**src/rtl/data_port_arbiter_pkg.sv**
```systemverilog
// Shared types for the data-cache port arbiter: request payload and requester IDs.
package data_port_arbiter_pkg;

    typedef struct packed {
        logic        wr;
        logic [2:0]  size;
        logic [3:0]  wstrb;
        logic [3:0]  offset;
        logic [7:0]  index;
        logic [19:0] tag;
        logic        iscache;
        logic [31:0] wdata;
    } dreq_t;

    typedef enum logic [0:0] {
        REQ_PIPE = 1'b0,
        REQ_SBUF = 1'b1
    } req_id_t;

endpackage

```
**src/rtl/data_port_arbiter_if.sv**
```systemverilog
// One request/response port of the data cache; used for both requesters and the downstream side.
interface data_port_arbiter_if;
    import data_port_arbiter_pkg::*;

    logic        req;
    dreq_t       req_t;
    logic        addr_ok;
    logic        data_ok;
    logic [31:0] rdata;

    modport master (output req, req_t, input addr_ok, data_ok, rdata);
    modport slave  (input req, req_t, output addr_ok, data_ok, rdata);

endinterface

```
**src/rtl/data_port_arbiter_id_fifo.sv**
```systemverilog
// Small synchronous FIFO; head entry is readable combinationally so responses route in the same cycle.
module id_fifo #(
    parameter int DEPTH = 4,
    parameter int WIDTH = 1
) (
    input  logic                       clk,
    input  logic                       resetn,
    input  logic                       i_push,
    input  logic [WIDTH-1:0]           i_din,
    input  logic                       i_pop,
    output logic [WIDTH-1:0]           o_dout,
    output logic                       o_full,
    output logic                       o_empty,
    output logic [$clog2(DEPTH+1)-1:0] o_count
);
    localparam int AW = $clog2(DEPTH);
    localparam int CW = $clog2(DEPTH + 1);

    logic [WIDTH-1:0] r_mem [DEPTH];
    logic [AW-1:0]    r_wr_ptr;
    logic [AW-1:0]    r_rd_ptr;
    logic [CW-1:0]    r_count;
    logic             w_push;
    logic             w_pop;

    assign o_full  = (r_count == CW'(DEPTH));
    assign o_empty = (r_count == '0);
    assign o_count = r_count;
    assign o_dout  = r_mem[r_rd_ptr];

    assign w_push = i_push && !o_full;
    assign w_pop  = i_pop && !o_empty;

    // Pointers wrap naturally because DEPTH is a power of two.
    always_ff @(posedge clk or negedge resetn) begin
        if (!resetn) begin
            r_wr_ptr <= '0;
            r_rd_ptr <= '0;
            r_count  <= '0;
        end else begin
            if (w_push) r_wr_ptr <= r_wr_ptr + AW'(1);
            if (w_pop)  r_rd_ptr <= r_rd_ptr + AW'(1);
            case ({w_push, w_pop})
                2'b10:   r_count <= r_count + CW'(1);
                2'b01:   r_count <= r_count - CW'(1);
                default: r_count <= r_count;
            endcase
        end
    end

    always_ff @(posedge clk) begin
        if (w_push) r_mem[r_wr_ptr] <= i_din;
    end

endmodule

```
**src/rtl/data_port_arbiter.sv**
```systemverilog
// Arbitrates the data-cache port between the pipe (s0) and store-buffer drain (s1), with
// grant locking, sbuf starvation protection and in-order response routing.
module data_port_arbiter
    import data_port_arbiter_pkg::*;
#(
    parameter int MAX_OUTSTANDING = 4,
    parameter int STARVE_LIMIT    = 8
) (
    input  logic                 clk,
    input  logic                 resetn,
    data_port_arbiter_if.slave   s0,
    data_port_arbiter_if.slave   s1,
    data_port_arbiter_if.master  m,
    output logic                 proto_err
);
    localparam int SW = $clog2(STARVE_LIMIT + 1);
    localparam int CW = $clog2(MAX_OUTSTANDING + 1);

    logic          r_locked;
    req_id_t       r_lock_id;
    logic [SW-1:0] r_starve_cnt;
    logic          r_proto_err;

    logic          w_locked_next;
    req_id_t       w_lock_id_next;
    logic [SW-1:0] w_starve_cnt_next;

    req_id_t       w_gnt;
    logic          w_gnt_valid;
    logic          w_gnt_req;
    dreq_t         w_gnt_payload;
    logic          w_m_req;
    logic          w_accept;
    logic          w_pop;
    logic [0:0]    w_head;
    logic          w_fifo_full;
    logic          w_fifo_empty;
    logic [CW-1:0] w_fifo_count;

    // Grant: lock owner first, then pipe unless sbuf has waited long enough.
    always_comb begin
        w_gnt       = REQ_PIPE;
        w_gnt_valid = 1'b0;
        if (r_locked) begin
            w_gnt       = r_lock_id;
            w_gnt_valid = 1'b1;
        end else if (s0.req && !(s1.req && r_starve_cnt == SW'(STARVE_LIMIT))) begin
            w_gnt       = REQ_PIPE;
            w_gnt_valid = 1'b1;
        end else if (s1.req) begin
            w_gnt       = REQ_SBUF;
            w_gnt_valid = 1'b1;
        end
    end

    assign w_gnt_req     = (w_gnt == REQ_SBUF) ? s1.req : s0.req;
    assign w_gnt_payload = (w_gnt == REQ_SBUF) ? s1.req_t : s0.req_t;
    assign w_m_req       = w_gnt_valid && w_gnt_req && !w_fifo_full;
    assign w_accept      = w_m_req && m.addr_ok;

    always_comb begin
        w_locked_next  = r_locked;
        w_lock_id_next = r_lock_id;
        if (w_accept) begin
            w_locked_next = 1'b0;
        end else if (w_m_req) begin
            w_locked_next  = 1'b1;
            w_lock_id_next = w_gnt;
        end else if (r_locked && !w_gnt_req) begin
            // Owner withdrew (e.g. pipeline flush); release so the other side can go.
            w_locked_next = 1'b0;
        end

        w_starve_cnt_next = r_starve_cnt;
        if (!s1.req || (w_accept && w_gnt == REQ_SBUF)) begin
            w_starve_cnt_next = '0;
        end else if (r_starve_cnt != SW'(STARVE_LIMIT)) begin
            w_starve_cnt_next = r_starve_cnt + SW'(1);
        end
    end

    always_ff @(posedge clk or negedge resetn) begin
        if (!resetn) begin
            r_locked     <= 1'b0;
            r_lock_id    <= REQ_PIPE;
            r_starve_cnt <= '0;
            r_proto_err  <= 1'b0;
        end else begin
            r_locked     <= w_locked_next;
            r_lock_id    <= w_lock_id_next;
            r_starve_cnt <= w_starve_cnt_next;
            if (m.data_ok && w_fifo_count == '0) r_proto_err <= 1'b1;
        end
    end

    assign w_pop = m.data_ok && !w_fifo_empty;

    id_fifo #(
        .DEPTH (MAX_OUTSTANDING),
        .WIDTH (1)
    ) u_id_fifo (
        .clk     (clk),
        .resetn  (resetn),
        .i_push  (w_accept),
        .i_din   (w_gnt),
        .i_pop   (w_pop),
        .o_dout  (w_head),
        .o_full  (w_fifo_full),
        .o_empty (w_fifo_empty),
        .o_count (w_fifo_count)
    );

    // Everything combinational is forced quiet while reset is asserted.
    assign m.req      = resetn && w_m_req;
    assign m.req_t    = resetn ? w_gnt_payload : '0;
    assign s0.addr_ok = resetn && w_accept && (w_gnt == REQ_PIPE);
    assign s1.addr_ok = resetn && w_accept && (w_gnt == REQ_SBUF);
    assign s0.data_ok = resetn && w_pop && (w_head == 1'b0);
    assign s1.data_ok = resetn && w_pop && (w_head == 1'b1);
    assign s0.rdata   = resetn ? m.rdata : '0;
    assign s1.rdata   = resetn ? m.rdata : '0;
    assign proto_err  = r_proto_err;

endmodule

```
**src/flat_wrapper.sv**
```systemverilog
// flat-port wrapper written by rule: the top's interface ports become plain ports
module data_port_arbiter_flat import data_port_arbiter_pkg::*;
#(
    parameter int MAX_OUTSTANDING = 4,
    parameter int STARVE_LIMIT    = 8
)
  (clk, resetn, proto_err, s0_req, s0_req_t, s0_addr_ok, s0_data_ok, s0_rdata, s1_req, s1_req_t, s1_addr_ok, s1_data_ok, s1_rdata, m_req, m_req_t, m_addr_ok, m_data_ok, m_rdata);
  data_port_arbiter_if s0_i ();
  data_port_arbiter_if s1_i ();
  data_port_arbiter_if m_i ();
  input  logic clk;
  input  logic resetn;
  output logic proto_err;
  input wire logic [$bits(s0_i.req)-1:0] s0_req;
  input wire logic [$bits(s0_i.req_t)-1:0] s0_req_t;
  output wire logic [$bits(s0_i.addr_ok)-1:0] s0_addr_ok;
  output wire logic [$bits(s0_i.data_ok)-1:0] s0_data_ok;
  output wire logic [$bits(s0_i.rdata)-1:0] s0_rdata;
  input wire logic [$bits(s1_i.req)-1:0] s1_req;
  input wire logic [$bits(s1_i.req_t)-1:0] s1_req_t;
  output wire logic [$bits(s1_i.addr_ok)-1:0] s1_addr_ok;
  output wire logic [$bits(s1_i.data_ok)-1:0] s1_data_ok;
  output wire logic [$bits(s1_i.rdata)-1:0] s1_rdata;
  output wire logic [$bits(m_i.req)-1:0] m_req;
  output wire logic [$bits(m_i.req_t)-1:0] m_req_t;
  input wire logic [$bits(m_i.addr_ok)-1:0] m_addr_ok;
  input wire logic [$bits(m_i.data_ok)-1:0] m_data_ok;
  input wire logic [$bits(m_i.rdata)-1:0] m_rdata;
  assign s0_i.req = s0_req;
  assign s0_i.req_t = s0_req_t;
  assign s0_addr_ok = s0_i.addr_ok;
  assign s0_data_ok = s0_i.data_ok;
  assign s0_rdata = s0_i.rdata;
  assign s1_i.req = s1_req;
  assign s1_i.req_t = s1_req_t;
  assign s1_addr_ok = s1_i.addr_ok;
  assign s1_data_ok = s1_i.data_ok;
  assign s1_rdata = s1_i.rdata;
  assign m_req = m_i.req;
  assign m_req_t = m_i.req_t;
  assign m_i.addr_ok = m_addr_ok;
  assign m_i.data_ok = m_data_ok;
  assign m_i.rdata = m_rdata;
  data_port_arbiter #(.MAX_OUTSTANDING(MAX_OUTSTANDING), .STARVE_LIMIT(STARVE_LIMIT)) u_core (.clk(clk), .resetn(resetn), .s0(s0_i), .s1(s1_i), .m(m_i), .proto_err(proto_err));
endmodule
```
**config.mk**
```make
export PLATFORM = sky130hd
export DESIGN_NAME = data_port_arbiter_flat
export DESIGN_NICKNAME = d
export VERILOG_FILES = /design/src/rtl/data_port_arbiter_pkg.sv /design/src/rtl/data_port_arbiter_if.sv /design/src/rtl/data_port_arbiter_id_fifo.sv /design/src/rtl/data_port_arbiter.sv /design/src/flat_wrapper.sv
export SDC_FILE = /design/constraint.sdc
export NUM_CORES = 1
export LEC_CHECK = 0
export BUFFER_PORTS_ARGS = -buffer_cell sky130_fd_sc_hd__buf_2
export CAP_MARGIN = 5
export CORE_AREA = 4 4 125 127
export CTS_BUF_LIST = sky130_fd_sc_hd__clkbuf_4 sky130_fd_sc_hd__clkbuf_8 sky130_fd_sc_hd__clkbuf_16
export CTS_CLUSTER_SIZE = 28
export DETAILED_ROUTE_END_ITERATION = 8
export DIE_AREA = 0 0 129 131
export MAX_ROUTING_LAYER = met4
export SLEW_MARGIN = 10
export SYNTH_ARGS = -nofsm -noshare
export SYNTH_HDL_FRONTEND = slang
export SYNTH_SLANG_ARGS = --single-unit
```
**constraint.sdc**
```tcl
create_clock -name clk -period 2.35 [get_ports clk]
set_input_delay 0.1175 -clock clk [delete_from_list [all_inputs] [get_ports clk]]
set_output_delay 0.1175 -clock clk [all_outputs]
set_load 0.005 [all_outputs]
```
# Word level (Yosys, flattened, before mapping)
# Memories as Yosys holds them, arrays and structs flattened.
# Cells that the tools add are included.
[word_totals]
mem_bits_ro = 0
in_bits = 184
n_memories = 1
latch_bits = 0
ramBits = 4
ff_bits = 14
out_inout_bits = 143
wordCells = 67
[classes]
mux = 17
n_div = 0
shift = 0
add_sub_neg = 5
n_bitwise = 3
n_reduce_logical = 29
magnitude_cmp = 0
n_eq_ne = 5
n_mul = 0
[memory_table]
columns = ["memory", "depth", "word_bits", "read_ports", "rd_clocked_by_memory_dff", "write_ports", "line_no", "text"]
rows = [
  ["u_core.u_id_fifo.r_mem", 4, 1, 1, 0, 1, "data_port_arbiter_id_fifo.sv:19", "logic [WIDTH-1:0] r_mem [DEPTH];"],
]
[ops]
columns = ["operator", "n"]
rows = [
  ["2-to-1 mux 73 bit", 2],
  ["2-to-1 mux 32 bit", 1],
  ["logical AND 1 bit", 18],
  ["2-to-1 mux 1 bit", 11],
  ["2-to-1 mux 4 bit", 2],
  ["one-hot mux 3 bit (2 select lines)", 1],
  ["logical NOT 1 bit", 5],
  ["adder 2 x 1 -> 2 bit (second input constant)", 2],
  ["adder 4 x 1 -> 4 bit (second input constant)", 1],
  ["equality test 4 bit (second input constant)", 1],
  ["inequality test 4 bit (second input constant)", 1],
  ["nonzero test 2 bit", 2],
  ["adder 3 x 1 -> 3 bit (second input constant)", 1],
  ["equality test 3 bit (second input constant)", 1],
  ["logical NOT 3 bit", 1],
  ["NOT 1 bit", 3],
  ["nonzero test 3 bit", 1],
  ["subtractor 3 x 1 -> 3 bit (second input constant)", 1],
  ["equality test 2 x 1 -> 1 bit (second input constant)", 1],
  ["equality test 2 bit (second input constant)", 1],
  ["AND reduction 2 bit", 1],
  ["logical OR 1 bit", 1],
]

# Logic depth before layout (Yosys ltp)
# Gate-level depths: netlist of the first run.
[logic_depth]
word_depth = 13
ltp_mapped = 8
ltp_nobuf = 8

# By module
# A second synthesis of the first run with hierarchy kept.
[unflattened]
cells_unflattened = 405
area_unflattened_um2 = 2929.1
[by_module_without_submodules]
columns = ["module", "area_per_inst_um2", "seq_area_each_um2", "instances", "cells_per_inst"]
rows = [
  ["data_port_arbiter", 2346.0, 175.2, 1, 363],
  ["id_fifo", 583.1, 295.3, 1, 42],
]

# Least setup slack after synthesis of the first run
# OpenSTA, ideal clock, no wires.
[synth_timing]
path_kind = "register -> register"
from = "reg u_core.r_locked"
to = "reg u_core.u_id_fifo.r_count[2], in the netlist u_core.u_id_fifo.o_count[2]"
t_arrival_ns = 2.035
path_slack_ns = 0.235
synth_period_minus_slack_ns = 2.115
path_buffers = 0
stages_incl_launch_ff = 9
path_cell_list = "dfrtp_1 -> or3b_1 -> o2111ai_4 -> ha_1 -> inv_1 -> fa_1 -> xor2_1 -> nor2_1 -> xor2_1"
[synth_via]
elab_chain_cells = 8
[synth_lines]
columns = ["item", "line_no", "text"]
rows = [
  ["start, declared", "data_port_arbiter.sv:19", "logic r_locked;"],
  ["start signal, assigned", "data_port_arbiter.sv:89", "r_locked <= w_locked_next;"],
  ["2-to-1 mux 1 bit", "data_port_arbiter.sv:44", "if (r_locked) begin"],
  ["2-to-1 mux 1 bit", "data_port_arbiter.sv:56", "assign w_gnt_req = (w_gnt == REQ_SBUF) ? s1.req : s0.req;"],
  ["logical AND 1 bit * (2 in a row)", "data_port_arbiter.sv:58", "assign w_m_req = w_gnt_valid && w_gnt_req && !w_fifo_full;"],
  ["logical AND 1 bit *", "data_port_arbiter.sv:59", "assign w_accept = w_m_req && m.addr_ok;"],
  ["logical AND 1 bit *", "data_port_arbiter_id_fifo.sv:31", "assign w_push = i_push && !o_full;"],
  ["equality test 2 x 1 -> 1 bit / equality test 2 bit (equally long branches)", "data_port_arbiter_id_fifo.sv:43", "case ({w_push, w_pop})"],
  ["one-hot mux 3 bit (2 select lines) / nonzero test 2 bit (equally long branches)", "n/a", ""],
  ["end signal, assigned", "data_port_arbiter_id_fifo.sv:44", "2'b10: r_count <= r_count + CW'(1);"],
  ["end signal, assigned", "data_port_arbiter_id_fifo.sv:45", "2'b01: r_count <= r_count - CW'(1);"],
  ["end signal, assigned", "data_port_arbiter_id_fifo.sv:46", "default: r_count <= r_count;"],
  ["end, declared", "data_port_arbiter_id_fifo.sv:22", "logic [CW-1:0] r_count;"],
]
# Every way passes the cells marked *; elsewhere a longest branch is shown, timed or not.
# A chain may end at the register's enable or synchronous reset.

# Final worst setup path of the first run
[layout_timing]
from = "reg u_core.r_starve_cnt[0]"
to = "out m_req_t[10]"
[layout_via]
elab_chain_cells = 8
[layout_lines]
columns = ["item", "line_no", "text"]
rows = [
  ["start, declared", "data_port_arbiter.sv:21", "logic [SW-1:0] r_starve_cnt;"],
  ["start signal, assigned", "data_port_arbiter.sv:91", "r_starve_cnt <= w_starve_cnt_next;"],
  ["equality test 4 bit", "data_port_arbiter.sv:47", "end else if (s0.req && !(s1.req && r_starve_cnt == SW'(STARVE_LIMIT))) begin"],
  ["logical AND 1 bit", "data_port_arbiter.sv:47", ""],
  ["logical NOT 1 bit", "data_port_arbiter.sv:47", ""],
  ["logical AND 1 bit", "data_port_arbiter.sv:47", ""],
  ["2-to-1 mux 1 bit", "data_port_arbiter.sv:47", ""],
  ["2-to-1 mux 1 bit", "data_port_arbiter.sv:44", ""],
  ["2-to-1 mux 73 bit", "data_port_arbiter.sv:57", "assign w_gnt_payload = (w_gnt == REQ_SBUF) ? s1.req_t : s0.req_t;"],
  ["2-to-1 mux 73 bit", "data_port_arbiter.sv:115", "assign m.req_t = resetn ? w_gnt_payload : '0;"],
  ["end, declared", "flat_wrapper.sv:25", "output wire logic [$bits(m_i.req_t)-1:0] m_req_t;"],
]
# Every way passes these cells.

==> metrics, run 1 <==
placed cell area 4497 um2; initial antenna violation count 0; HP Class input port to register; post-route antenna net violation count 0; data required time of the critical path 2230 ps; diodes inserted 0; FILL cells 1,579; Clock Path Buffers 2; vias in the first global route 3,205; # DRC 0; # rows 44; nets 876; syn_nets 597; critical path peak fanout 47; gr usage total 0.1147; Netlist cell types 38; CTS Buf Count 3; Crit. End Element primary output; FMAX 452.0 MHz; Worst setup SP type register; Die Wd 129 um; fin crit share 0.9415; pin count of the biggest net entering global routing 85; clk_lat worst skew 250 ps; most frequently used flop master after synthesis dfrtp_1; cell area after synthesis 2940 um2; Logic pwr share 0.648; drt total wl 11,060 um; synth top area cells mux2i_1 26%, nand2_1 19%, dfrtp_1 12%; Clock Power Share 0.137; die height 131 um; Reg2Reg Depth 8; worst clock skew 2.303 ps; Syn Area/Cell 7.260 um2; Internal 1512 uW; Syn Inst Count 405; WS Path Type register to primary output; #FFs+latches synth 18; Port Buffers 326; post-DP HPWL 9405 um; starting DRC count in detailed routing 120; drt wl/cell 12.76 um; leakage 0.002650 uW; Final Core Density 0.3179; list of most frequent post-synthesis cells 150 x nand2_1, 75 x mux2i_1, 34 x buf_4, 32 x and2_1, 19 x clkbuf_1; Reg power frac 0.215; outcome complete, no violations; RR Endpoint u_core.u_id_fifo.o_count[2]; number of synthesized flops with an enable pin 4; Root Buffer clkbuf_16; critical path data arrival time 2100 ps; vias 3,590; Initial DRT Pass Iterations 4; post-CTS setup buffers 0; IO Count 327; first-pass GRT wire length 15,530 um; worst-margin pin slew 598.0 ps; core area 14,420 um2; Fin Setup TNS 0 ps; starting density of the core 0.2039; crit path capture m_req_t[10]; largest area contributor in the netlist mux2i_1; Ys Warns 0; CP startpoint u_core.r_starve_cnt[0]; aggregate global routing overflow 0; CTS H-tree lvls 1; slew margin rel. 0.5986; max_cap viols 0; Post-synth ARST share 0.7778; Final GP Congestion 0.7365; CTS tree yes; clock sinks 18; Cell Pwr Density 558.0 nW/um2; Peak VDD IR 278.8 uV; Final min period 2213 ps; share of the synthesized area in the top cell type 0.2553; max-slew violations 0; register area share after synthesis 0.1600; area grow syn2layout 55.96%; Vias/cell 4.141; Final setup viols 0; Final Instance Area 4586 um2; RSZ-0062 raised after global routing no; switch share 0.4091; Die Area 16,900 um2; Switch Pwr 1047 uW; Worst-path clk slew 50 ps; slack of the worst reg-to-reg path 210 ps; layout cells sized above 1 0.4993; final hold vios 0; count leader, synth nand2_1; worst reg2reg path startpoint u_core.u_id_fifo.o_count[1]
worst min path at each step:
stage | startpoint | endpoint | cells past startpoint
after global placement | resetn | u_core.proto_err | 1
after CTS | m_data_ok | u_core.proto_err | 2
after detailed placement | resetn | u_core.u_id_fifo.o_count[0] | 1
after floorplan | resetn | u_core.proto_err | 0
after global routing | m_data_ok | u_core.proto_err | 2
final | m_data_ok | u_core.proto_err | 2
layout make-up:
cell class | count | area (um2) | area share
multi-input cells | 312 | 2003 | 0.4368
inverters | 15 | 56.30 | 0.01228
clock buffers | 3 | 75.07 | 0.01637
well taps | 184 | 230.2 | 0.05020
clock inverters | 1 | 3.754 | 0.0008186
repair buffers | 334 | 1747 | 0.3809
flip-flops and latches | 18 | 470.5 | 0.1026
registers in the layout (all words and copies together) (netlist names):
register	count
u_core.proto_err	1
u_core.u_id_fifo.o_count	3
u_core.u_id_fifo.r_mem	4
u_core.r_lock_id	1
u_core.r_locked	1
u_core.u_id_fifo.r_rd_ptr	2
u_core.u_id_fifo.r_wr_ptr	2
u_core.r_starve_cnt	4
cells in the final DEF, fill, tap and decap left out, drive strengths merged, types with 2 or more instances in the layout:
cell	count
nand3b	2
mux2i	75
a21oi	2
dfrtp	14
clkbuf	3
xor2	4
nand2	150
nand2b	2
nor2	7
a211oi	4
nor3	4
and2	32
or3b	2
xnor2	4
o21ai	2
inv	15
ha	7
buf	333
edfxtp	4
timing repair:
| item | in CTS | in global routing |
|---|---|---|
| hold buffers | 1 | 0 |
| endpoints found under the hold margin | 10 | 0 |
| resized for setup | 0 | 0 |
cell families (layout without fill, tap and decap cells):
kind of cell	count (synthesis)	in the layout	share of synthesized area
flip-flops	18	18	0.1600
multiplexers	77	77	0.2681
XOR/XNOR	8	8	0.02383
AO/OA/AOI/OAI	16	16	0.05107
AND/OR/NAND/NOR	203	203	0.2992
adder cells (fa/ha/maj)	8	8	0.03659
buffers and inverters	75	353	0.1613
layer usage:
metal  wire length, um  vias up  global-route usage
met1              4264     1537              0.1418
met3              1032        5             0.01545
met5                 0        -                   -
met2              5710      212              0.2030
li1                  -     1836                   -
met4                57        0             0.01791
power by group through the flow:
stage               clock network [uW]  registers [uW]  logic, uW
CTS                                359             550       1690
global route                       371             568       1840
detailed placement                   0             555       1680
floorplan                            0             541       1140
global placement                     0             549       1670
finish                             350             549       1660
worst max-delay path, stage by stage, from the launching register on:
cell and delay (ps):
dfrtp_1 410, inv_1 70, ha_1 170, nand3b_1 140, a21oi_4 220, buf_12 290, mux2i_1 300, buf_2 160
through the flow:
stage / cells / hold WS (ps) / setup slack [ps] / total power [uW]
after floorplan: 405 / -178.1 / 235.3 / 1677
after global placement: 862 / 64.80 / 244.0 / 2221
after detailed placement: 862 / 69.35 / 210.8 / 2234
after CTS: 867 / 95.17 / 109.5 / 2599
after global routing: 867 / 111.7 / 27.14 / 2782
final: 867 / 96.68 / 137.4 / 2559
(Power assumes the default switching activity.)
==> inputs of run 2 (changes only) <==
--- a/config.mk
+++ b/config.mk
@@ -7,12 +7,15 @@
 export LEC_CHECK = 0
 export BUFFER_PORTS_ARGS = -buffer_cell sky130_fd_sc_hd__buf_2
 export CAP_MARGIN = 5
+export CELL_PAD_IN_SITES_DETAIL_PLACEMENT = 1
+export CELL_PAD_IN_SITES_GLOBAL_PLACEMENT = 1
 export CORE_AREA = 4 4 125 127
 export CTS_BUF_LIST = sky130_fd_sc_hd__clkbuf_4 sky130_fd_sc_hd__clkbuf_8 sky130_fd_sc_hd__clkbuf_16
 export CTS_CLUSTER_SIZE = 28
 export DETAILED_ROUTE_END_ITERATION = 8
 export DIE_AREA = 0 0 129 131
 export MAX_ROUTING_LAYER = met4
+export PLACE_DENSITY_LB_ADDON = 0.1
 export SLEW_MARGIN = 10
 export SYNTH_ARGS = -nofsm -noshare
 export SYNTH_HDL_FRONTEND = slang
==> run 2 against run 1 <==
Design area up 3.5%; utilization up 1.1 points; clock power up 7.7%; power up 9.9%; critical path depth up 1; final cell count up 2.2%; combinational power up 14%; worst hold slack worse by 0.86 ps; worst setup slack better by 8.7 ps; sequential share of layout area down 0.34 points.
==> metrics, run 2 (synthesis results as in run 1) <==
Die Area 16,900 um2; CTS Buf Count 3; Die Wd 129 um; worst hold slack 95.82 ps; Clock Path Buffers 2; starting DRC count in detailed routing 99; most numerous cell on the critical path buf_4; Logic pwr share 0.672; max-slew violations 0; WS Path Type register to primary output; CTS tree yes; Power Total 2812 uW; first-pass GRT wire length 19,540 um; worst-margin pin slew 667.5 ps; drt total wl 13,760 um; Final min period 2204 ps; # DRC 0; Worst setup SP type register; vias in the first global route 3,821; Internal 1688 uW; hold buffer count at CTS 0; Fin Setup TNS 0 ps; critical path data arrival time 2090 ps; Clock Power Share 0.134; max_cap viols 0; leading cell types in the layout, fill and taps excluded 325 x buf_2, 150 x nand2_1, 75 x mux2i_1, 32 x and2_1, 22 x buf_4; placed cell area 4564 um2; Worst-path clk slew 50 ps; clk_lat worst skew 250 ps; Switch Pwr 1124 uW; Port Buffers 326; IO Count 327; Cell Pwr Density 592.7 nW/um2; vias 3,789; Max stage delay on crit path 410 ps; nets 894; area grow syn2layout 61.36%; drt wl/cell 15.53 um; RSZ-0062 raised after global routing yes; gr usage total 0.1487; Peak VDD IR 220.8 uV; delay-heaviest family, CP buffers and inverters; slew margin rel. 0.5520; die height 131 um; CP max stage cell dfrtp_1; aggregate global routing overflow 0; post-route antenna net violation count 0; starting density of the core 0.2039; Initial DRT Pass Iterations 4; FILL cells 1,905; post-DP HPWL 11,940 um; clock sinks 18; outcome complete, no violations; core area 14,420 um2; switch share 0.3998; initial antenna violation count 1; Root Buffer clkbuf_16; leakage 0.002752 uW; HP Class input port to register; final hold vios 0; layout cells sized above 1 0.5164; critical path peak fanout 7; Final setup viols 0; Critical Path, Cell by Cell inv_1 -> ha_2 -> nand3b_1 -> a21oi_4 -> buf_4 -> buf_4 -> mux2i_1 -> buf_2; pin count of the biggest net entering global routing 73; Vias/cell 4.277; crit path buf inv count 4; FMAX 453.7 MHz; CTS H-tree lvls 1; data required time of the critical path 2230 ps; Final Instance Area 4745 um2; # rows 44; commonest non-fill, non-tap cell in the layout buf_2; Reg power frac 0.194; worst clock skew 2.269 ps; Crit. End Element primary output; Final GP Congestion 0.7509; fin crit share 0.9378
[run 2: layout make-up]
class,count,area [um2],area share
Inverter,15,56.30,0.01187
Antenna cell,1,2.502,0.0005274
Multi-Input combinational cell,312,2006,0.4227
Timing Repair Buffer,352,1891,0.3985
Tap cell,184,230.2,0.04852
Sequential cell,18,470.5,0.09916
Clock buffer,4,88.84,0.01872
[run 2: worst register-to-register path: stages (launching register included)]
cell and delay, ps:
dfrtp_1 420, or3b_1 460, o2111ai_4 140, ha_1 210, inv_1 60, fa_1 380
xor2_1 150, nor2_1 110, xor2_1 140
[run 2: layer usage]
layer / GRT usage / part of all wire
met1: 0.1571 / 0.35
met3: 0.03902 / 0.097
met2: 0.2820 / 0.54
met5: - / 0
met4: 0.02409 / 0.0084
[run 2: final timing paths]
check                                             from                            to  slack, ps  depth (start not counted)
min reg2reg                           u_core.proto_err              u_core.proto_err        460                          1
max reg2reg                u_core.u_id_fifo.o_count[1]   u_core.u_id_fifo.o_count[2]        210                          8
min in group asynchronous                       resetn  u_core.u_id_fifo.r_wr_ptr[1]        120                          2
max in group asynchronous                       resetn        u_core.r_starve_cnt[2]       2030                          2
max                             u_core.r_starve_cnt[1]                    m_req_t[9]        150                          8
min                                          m_data_ok              u_core.proto_err        100                          2
[run 2: stage by stage]
stage	utilization	cells	setup WS [ps]
finish	0.3289	886	146.1
global placement	0.3164	871	210.9
CTS	0.3226	875	92.24
detailed placement	0.3164	871	214.8
floorplan	-	405	235.3
global route	0.3289	886	-2.226
[run 2: repair_timing]
action                                  CTS  global route
hold endpoints to repair                  0             0
setup buffers                             0            10
gates resized for setup                   0             3
endpoints found under the setup margin    0            26
[run 2: power by group through the flow]
stage / logic [uW] / clock network [uW] / registers, uW
3_5_place_dp: 1840 / 0 / 548
3_3_place_gp: 1800 / 0 / 538
5_1_grt: 2110 / 398 / 564
6_report: 1890 / 377 / 545
4_1_cts: 1850 / 389 / 546
2_1_floorplan: 1140 / 0 / 541
